[src/rtl/cpu_mem_ctrl_pkg.sv]
// Shared constants and types for the byte-addressed CPU memory controller.
package cpu_mem_ctrl_pkg;
    localparam int DATA_W = 16;
    localparam int ADDR_W = 16;
    localparam int NRD    = 2;

    localparam logic SIZE_BYTE = 1'b0;
    localparam logic SIZE_WORD = 1'b1;

    localparam logic [1:0] LANE_LO   = 2'b01;
    localparam logic [1:0] LANE_HI   = 2'b10;
    localparam logic [1:0] LANE_BOTH = 2'b11;

    // Access info remembered between an accepted read and its returning data.
    typedef struct packed {
        logic size;
        logic off;
    } rd_pend_t;

    function automatic logic misaligned(input logic size, input logic off);
        return (size == SIZE_WORD) && off;
    endfunction
endpackage

[src/rtl/cpu_mem_ctrl_rd_port.sv]
// One read port: alignment check, request gating, pending access info and
// byte select / zero-extend of the returning memory word.
module cpu_mem_rd_port
    import cpu_mem_ctrl_pkg::*;
(
    input  logic              clk,
    input  logic              reset,
    input  logic              rd_en_i,
    input  logic              rd_size_i,
    input  logic [ADDR_W-1:0] rd_addr_i,
    input  logic              mem_rd_done_i,
    input  logic [DATA_W-1:0] mem_rd_data_i,
    output logic              mem_rd_en_o,
    output logic [ADDR_W-2:0] mem_rd_addr_o,
    output logic              invalid_o,
    output logic              rd_done_o,
    output logic [DATA_W-1:0] rd_data_o
);
    localparam int HALF = DATA_W / 2;

    rd_pend_t pend_q, pend_d;
    logic     bad;

    always_comb begin
        bad           = rd_en_i && misaligned(rd_size_i, rd_addr_i[0]);
        invalid_o     = bad && !reset;
        mem_rd_en_o   = rd_en_i && !bad && !reset;
        mem_rd_addr_o = rd_addr_i[ADDR_W-1:1];
        pend_d        = pend_q;
        if (mem_rd_en_o) pend_d = '{size: rd_size_i, off: rd_addr_i[0]};
    end

    always_ff @(posedge clk or posedge reset) begin
        if (reset) pend_q <= '{size: SIZE_WORD, off: 1'b0};
        else       pend_q <= pend_d;
    end

    // Response formatting uses the info latched with the request, not the live inputs.
    always_comb begin
        rd_done_o = mem_rd_done_i && !reset;
        rd_data_o = '0;
        if (rd_done_o) begin
            if (pend_q.size == SIZE_WORD) rd_data_o = mem_rd_data_i;
            else if (pend_q.off)          rd_data_o = {{HALF{1'b0}}, mem_rd_data_i[DATA_W-1:HALF]};
            else                          rd_data_o = {{HALF{1'b0}}, mem_rd_data_i[HALF-1:0]};
        end
    end
endmodule

[src/rtl/cpu_mem_ctrl.sv]
// Byte-addressed controller in front of a 2-read/1-write word memory:
// write lane generation here, per-port read handling in cpu_mem_rd_port.
module cpu_mem_ctrl
    import cpu_mem_ctrl_pkg::*;
(
    input  logic                          clk,
    input  logic                          reset,
    input  logic                          wr_en,
    input  logic                          wr_size,
    input  logic [ADDR_W-1:0]             wr_addr,
    input  logic [DATA_W-1:0]             wr_data,
    input  logic [NRD-1:0]                rd_en,
    input  logic [NRD-1:0]                rd_size,
    input  logic [NRD-1:0][ADDR_W-1:0]    rd_addr,
    input  logic [NRD-1:0]                mem_rd_done,
    input  logic [NRD-1:0][DATA_W-1:0]    mem_rd_data,
    output logic [NRD-1:0]                mem_rd_en,
    output logic [NRD-1:0][ADDR_W-2:0]    mem_rd_addr,
    output logic [1:0]                    mem_wr_en,
    output logic [ADDR_W-2:0]             mem_wr_addr,
    output logic [DATA_W-1:0]             mem_wr_data,
    output logic                          invalid_wr_addr,
    output logic [NRD-1:0]                invalid_rd_addr,
    output logic [NRD-1:0]                rd_done,
    output logic [NRD-1:0][DATA_W-1:0]    rd_data
);
    localparam int HALF = DATA_W / 2;

    logic wr_bad;

    always_comb begin
        wr_bad          = wr_en && misaligned(wr_size, wr_addr[0]);
        invalid_wr_addr = wr_bad && !reset;
        mem_wr_addr     = wr_addr[ADDR_W-1:1];
        mem_wr_data     = wr_data;
        mem_wr_en       = 2'b00;
        if (wr_size == SIZE_BYTE) begin
            mem_wr_data = wr_addr[0] ? {wr_data[HALF-1:0], {HALF{1'b0}}}
                                     : {{HALF{1'b0}}, wr_data[HALF-1:0]};
        end
        if (wr_en && !wr_bad && !reset) begin
            if (wr_size == SIZE_WORD) mem_wr_en = LANE_BOTH;
            else                      mem_wr_en = wr_addr[0] ? LANE_HI : LANE_LO;
        end
    end

    for (genvar p = 0; p < NRD; p++) begin : g_rd
        cpu_mem_rd_port u_port (
            .clk           (clk),
            .reset         (reset),
            .rd_en_i       (rd_en[p]),
            .rd_size_i     (rd_size[p]),
            .rd_addr_i     (rd_addr[p]),
            .mem_rd_done_i (mem_rd_done[p]),
            .mem_rd_data_i (mem_rd_data[p]),
            .mem_rd_en_o   (mem_rd_en[p]),
            .mem_rd_addr_o (mem_rd_addr[p]),
            .invalid_o     (invalid_rd_addr[p]),
            .rd_done_o     (rd_done[p]),
            .rd_data_o     (rd_data[p])
        );
    end
endmodule

[config.mk]
export PLATFORM = sky130hd
export DESIGN_NAME = cpu_mem_ctrl
export DESIGN_NICKNAME = d
export VERILOG_FILES = /design/src/rtl/cpu_mem_ctrl_pkg.sv /design/src/rtl/cpu_mem_ctrl_rd_port.sv /design/src/rtl/cpu_mem_ctrl.sv
export SDC_FILE = /design/constraint.sdc
export NUM_CORES = 1
export LEC_CHECK = 0
export CAP_MARGIN = 10
export CELL_PAD_IN_SITES_DETAIL_PLACEMENT = 0
export CELL_PAD_IN_SITES_GLOBAL_PLACEMENT = 2
export CORE_MARGIN = 1
export CORE_UTILIZATION = 10
export CTS_CLUSTER_SIZE = 20
export DETAILED_ROUTE_END_ITERATION = 8
export PLACE_DENSITY = 0.95
export SLEW_MARGIN = 15
export SYNTH_ARGS = -nofsm -noshare
export SYNTH_HDL_FRONTEND = slang
export SYNTH_SLANG_ARGS = --single-unit
[constraint.sdc]
create_clock -name clk -period 1.86 [get_ports clk]
set_clock_uncertainty 0.15 [all_clocks]
set_input_delay 0.372 -clock clk [delete_from_list [all_inputs] [get_ports clk]]
set_output_delay 0.372 -clock clk [all_outputs]
set_load 0.01 [all_outputs]
==> results of run 1 <==
-- path summary, 6_finish.rpt --
kind                                                       from                                    to  slack (ns)  depth (start not counted)
setup / recovery           g_rd[1].u_port.pend_q[1]$_DFFE_PP1P_                           rd_data[23]       -0.10                          6
setup reg to reg           g_rd[0].u_port.pend_q[1]$_DFFE_PP1P_  g_rd[0].u_port.pend_q[1]$_DFFE_PP1P_        0.84                          2
hold reg to reg            g_rd[0].u_port.pend_q[0]$_DFFE_PP0P_  g_rd[0].u_port.pend_q[0]$_DFFE_PP0P_        0.48                          2
hold / removal                                            reset  g_rd[1].u_port.pend_q[0]$_DFFE_PP0P_        0.02                          3
min in group clk                                     rd_size[0]  g_rd[0].u_port.pend_q[1]$_DFFE_PP1P_        0.47                          2
max in group asynchronous                                 reset  g_rd[0].u_port.pend_q[1]$_DFFE_PP1P_        1.27                          4
-- synth_stat cells, drive strengths merged --
| cell | instances |
|---|---|
| buf | 56 |
| nand2 | 22 |
| and3 | 16 |
| nor2 | 16 |
| a21oi | 11 |
| a22o | 8 |
| and2 | 8 |
| mux2i | 8 |
| nand2b | 6 |
| o22a | 4 |
| inv | 3 |
| dfrtp | 2 |
| dfstp | 2 |
| nor2b | 2 |
| clkbuf | 1 |
-- logic make-up after synthesis --
group	count (synthesis)
AO/OA/AOI/OAI	23
buffers and inverters	60
flip-flops	4
multiplexers	8
AND/OR/NAND/NOR	70
-- metal layers --
metal | vias up | routed length (um) | global-route usage [%]
li1 | 709 | - | -
met1 | 660 | 1810 | 8.13
met2 | 97 | 2570 | 16.0
met3 | 22 | 552 | 2.29
met4 | 0 | 131 | 3.57
met5 | - | 0 | 0
-- stage by stage --
| step | std cells | utilization, % |
|---|---|---|
| finish | 409 | 22.1 |
| global route | 409 | 22.1 |
| CTS | 404 | 21.3 |
| detailed placement | 387 | 20.5 |
| global placement | 387 | 20.5 |
| floorplan | 165 | - |
-- worst min-delay path, stage by stage --
cell,delay (ns)
buf_2,0.13
inv_4,0.09
buf_4,0.12
-- power breakdown --
part | leakage [nW] | switching (mW) | internal, mW
Clock | 0.0370 | 0.0574 | 0.274
Combinational | 1.18 | 0.259 | 0.391
Sequential | 0.0449 | 0.0132 | 0.106
-- timing repair --
item | in CTS | in global routing
setup buffers | 14 | 6
endpoints found under the setup margin | 57 | 35
gates resized for setup | 203 | 27
gates cloned | 1 | 0
pin swaps | 11 | 6
hold buffers | 0 | 0
-- final cells by class --
class | count | area share (%)
tap | 140 | 7.24
inverter | 3 | 0.828
sequential | 4 | 4.24
timing repair buffer | 157 | 55.0
multi-input combinational | 102 | 29.5
clock buffer | 3 | 3.10
-- cells in the final DEF (no fill, tap or decap) --
master / count
clkdlybuf4s50_1: 52
buf_2: 33
buf_4: 29
dlygate4sd2_1: 17
nor2_1: 16
nand2_1: 12
buf_6: 10
and3_2: 8
mux2i_1: 8
a22o_1: 8
and2_1: 8
and3_1: 7
a21oi_2: 7
nand2_2: 6
nand2b_4: 5
clkbuf_2: 5
a21oi_1: 4
nand2_4: 4
o22a_1: 3
clkbuf_16: 3
dlymetal6s2s_1: 3
clkdlybuf4s15_2: 3
clkdlybuf4s15_1: 3
nand2b_1: 2
inv_4: 2
nor2b_1: 2
dfrtp_1: 2
dfstp_2: 2
buf_12: 2
and3_4: 1
clkinvlp_4: 1
o22a_2: 1
==> flow_summary.toml, run 1 <==
[routing]
drt_iter0_markers = 24
num_vias = 1488
detail_route.wl_per_cell_um = 12.4
drtPass1Iterations = 3
routed_wl_mm = 5.06
vias_per_cell = 3.64
ant_nets = 0
route.detailed.drc = 0

[finish]
nets = 377
largest_reg_flops = 4
seq_area_um2 = 103
regMostFlops = "g_rd.u_port.pend_q"
reg_top3 = "g_rd.u_port.pend_q x4"
multi_input_area_um2 = 714
fin_area_um2 = 2420
area_growth_pct = 113
nFillCells = 1248
drive_gt1_share_pct = 45.4
antennaDiodeCount = 0

[yosys]
synth_top_area_cell = "buf_4"
synth_seq_area_share_pct = 9.04
synth-warning-count = 0
yosys_register_bits = 4
synth_compound_area_share_pct = 14.2
synth_cells = 165
synth-simple-area-share_pct = 31.5
synthAdderAreaFrac_pct = 0
yosys.area.top_type_share_pct = 34.4
synth_top_family_by_area = "buffers and inverters"
netlist_top_cells_area = "buf_4 (34%), mux2i_1 (7.1%), nand2_1 (6.6%)"
syn_avg_cell_area_um2 = 6.88
netlist_area_um2 = 1130
synth-xor-area-share_pct = 0
syn-num-nets = 271
netlist-cell-type-count = 20
synth_mux_area_share_pct = 7.06

[sta]
final_max_slew_viol_count = 0
finalHoldViolCount = 0
slew_headroom_pct = 90.4
rsz0062_at_grt = "yes"
finalSetupViolations = 14
holdWs_ns = 0.0244
tightest_slew_ns = 0.140
fin_tns_setup_ns = -0.805
fmax_mhz = 509
finalCritPeriodShare_pct = 106
fin_crit_ns = 1.96
setup_slack_ns = -0.104

[global_route]
grt_antenna_before_repair = 0
grt_pass1_wl_mm = 7.47
grt_pass1_vias = 1601
grt_usage_pct = 8.27
grt_overflow = 0
grt_max_degree = 10

[clocking]
cts_sinks = 4
worst_skew_pair.late_latency_ns = 0.22
cts_buffers = 3
tritoncts = "done"
clk_pin_slew_worst_paths_ns = 0.03
h-tree-depth = 1
ctsLongestPathBuffers = 2
cts-root-buf = "clkbuf_16"

[critical_path]
required_ns = 1.34
arrival_ns = 1.44
crit_top_cell = "buf_6"
endpoint_kind = "output port"
critPathLaunchType = "flip-flop"
crit_chain = "nand2b_4 -> buf_6 -> buf_6 -> nand2_4 -> a21oi_2 -> buf_2"
critPathMaxFanout = 5
cp_top_family = "flip-flops"
max_stage_delay_ns = 0.54
cp_num_buf_inv = 3
critical_path_class = "flip-flop to output port"
cp_slowest_cell = "dfstp_2"

[status]
violations = "negative setup slack"
outcome = "finished, violations left"

[pwr]
total_power_mw = 1.10
leakage_nw = 1.26
power.density_nw_per_um2 = 455
peakVddDrop_mv = 0.273

[placement]
pre_cts_ws_ns = -0.745
dpl_cell_area_um2 = 2240
io_buffers = 117
dpl.hpwl_mm = 4.09
gp_congestion = 0.697

[floorplan]
row_count = 38
die_area_um2 = 11800
num_io_pins = 208
die_h_um = 109
initial_utilization_pct = 10.4
die_x_um = 109
core_area_um2 = 10900

[hold_path]
hold_class = "input port to asynchronous set/reset pin"

[run]
cap_violations = 0
Power figures use the tool's default switching activity.
==> run 2, diff against run 1 <==
Settings changed: CAP_MARGIN 10 to 20.
==> results of run 2 <==
No change in the layout: final DEF, timing and power equal those of run 1.
==> RTL edit: new RTL, flow settings as in run 2 <==
The package constant `NRD` goes from 2 to 1.
--- a/src/rtl/cpu_mem_ctrl_pkg.sv
+++ b/src/rtl/cpu_mem_ctrl_pkg.sv
@@ -2,7 +2,7 @@
 package cpu_mem_ctrl_pkg;
     localparam int DATA_W = 16;
     localparam int ADDR_W = 16;
-    localparam int NRD    = 2;
+    localparam int NRD    = 1;
 
     localparam logic SIZE_BYTE = 1'b0;
     localparam logic SIZE_WORD = 1'b1;
Interface: changed (10 resized); port bits go from 208 to 139. The function was not compared with the original's and may differ.
==> RTL edit against run 2 <==
Wire length decreased by 47%. Critical endpoint is now rd_data[5]. Final area decreased by 38%. Critical path depth decreased by 1. Area after synthesis decreased by 37%. Total power decreased by 47%. Sequential cell count decreased by 2. Setup slack improved by 0.11 ns. Final cell count decreased by 34%.
==> RTL edit: results (changes against run 2) <==
| Metric | Value |
|---|---|
| Final net count | `245 (was 377)` |
| Post-Syn Nets | `177 (was 271)` |
| Seq/total area | `3.43% (was 4.24%)` |
| Top cell type's share of synthesized area | `32.6% (was 34.4%)` |
| CP endpoint | `rd_data[5] (was rd_data[23])` |
| Total track usage | `6.98% (was 8.27%)` |
| Combinational Power | `0.347 mW (was 0.650 mW)` |
| Unique masters post-synth | `18 (was 20)` |
| R2R Path Start | `g_rd[0].u_port.pend_q[0] (was g_rd[0].u_port.pend_q[1])` |
| Worst setup path startpoint | `g_rd[0].u_port.pend_q[1] (was g_rd[1].u_port.pend_q[1])` |
| Routed met1 length | `907 µm (was 1.81 mm)` |
| Max-slew headroom | `91.2% (was 90.4%)` |
| Largest cells by area after synthesis | `buf_4 33%, nand2_1 10%, a22o_1 9.8% (was buf_4 34%, mux2i_1 7.1%, nand2_1 6.6%)` |
| Worst Path Arrival | `1.33 ns (was 1.44 ns)` |
| Peak supply drop | `0.145 mV (was 0.273 mV)` |
| Status | `finished clean (was complete, but fails checks)` |
| Routing usage on met3 | `2.48% (was 2.29%)` |
| Net Sw Frac | `30.4% (was 30.0%)` |
| Clock-cell share | `3.01% (was 3.10%)` |
| Grt met2 use | `13.6% (was 16.0%)` |
| Routed vias/inst | `3.43 (was 3.64)` |
| Most instantiated cells after synthesis | `31 x buf_4, 19 x nand2_1, 10 x a21oi_1 (was 52 x buf_4, 20 x nand2_1, 16 x nor2_1)` |
| FILL cells | `780 (was 1248)` |
| Setup bufs post-CTS | `6 (was 14)` |
| Non-clock buffer count | `98 (was 157)` |
| Worst R2R Setup Slack | `0.94 ns (was 0.84 ns)` |
| Core ar. | `0.00683 mm² (was 0.0109 mm²)` |
| First-pass GRT wire length | `4.13 mm (was 7.47 mm)` |
| GR Util met1 | `6.36% (was 8.13%)` |
| DRT iter0 DRCs | `11 (was 24)` |
| WL met2 | `1.34 mm (was 2.57 mm)` |
| Biggest regs | `g_rd.u_port.pend_q (2) (was g_rd.u_port.pend_q (4))` |
| Critical-path maximum fanout | `7 (was 5)` |
RTL edit: cell types whose count changed after synthesis, moves of 2 or more:
| cell | before | now |
|---|---|---|
| and3_1 | 8 | 0 |
| buf_4 | 52 | 31 |
| mux2i_1 | 8 | 0 |
| nand2b_1 | 6 | 3 |
| nor2_1 | 16 | 5 |
| o22a_1 | 3 | 1 |
RTL edit: kinds of logic (layout without fill, tap and decap cells):
family	Yosys count	count (layout)	share of synthesized area, %
and+or+nand+nor	47	47	35.2
buffers and inverters	37	104	38.2
AOI/OAI and AO/OA	20	20	19.4
DFF	2	2	7.18
RTL edit: stage by stage:
| step | utilization (%) | cells | setup slack [ns] |
|---|---|---|---|
| 2_1_floorplan | - | 106 | 0.233 |
| 3_3_place_gp | 21.3 | 259 | -0.575 |
| 3_5_place_dp | 21.3 | 259 | -0.590 |
| 4_1_cts | 21.8 | 269 | -0.0185 |
| 5_1_grt | 21.9 | 269 | -0.0518 |
| 6_report | 21.9 | 269 | 0.00905 |
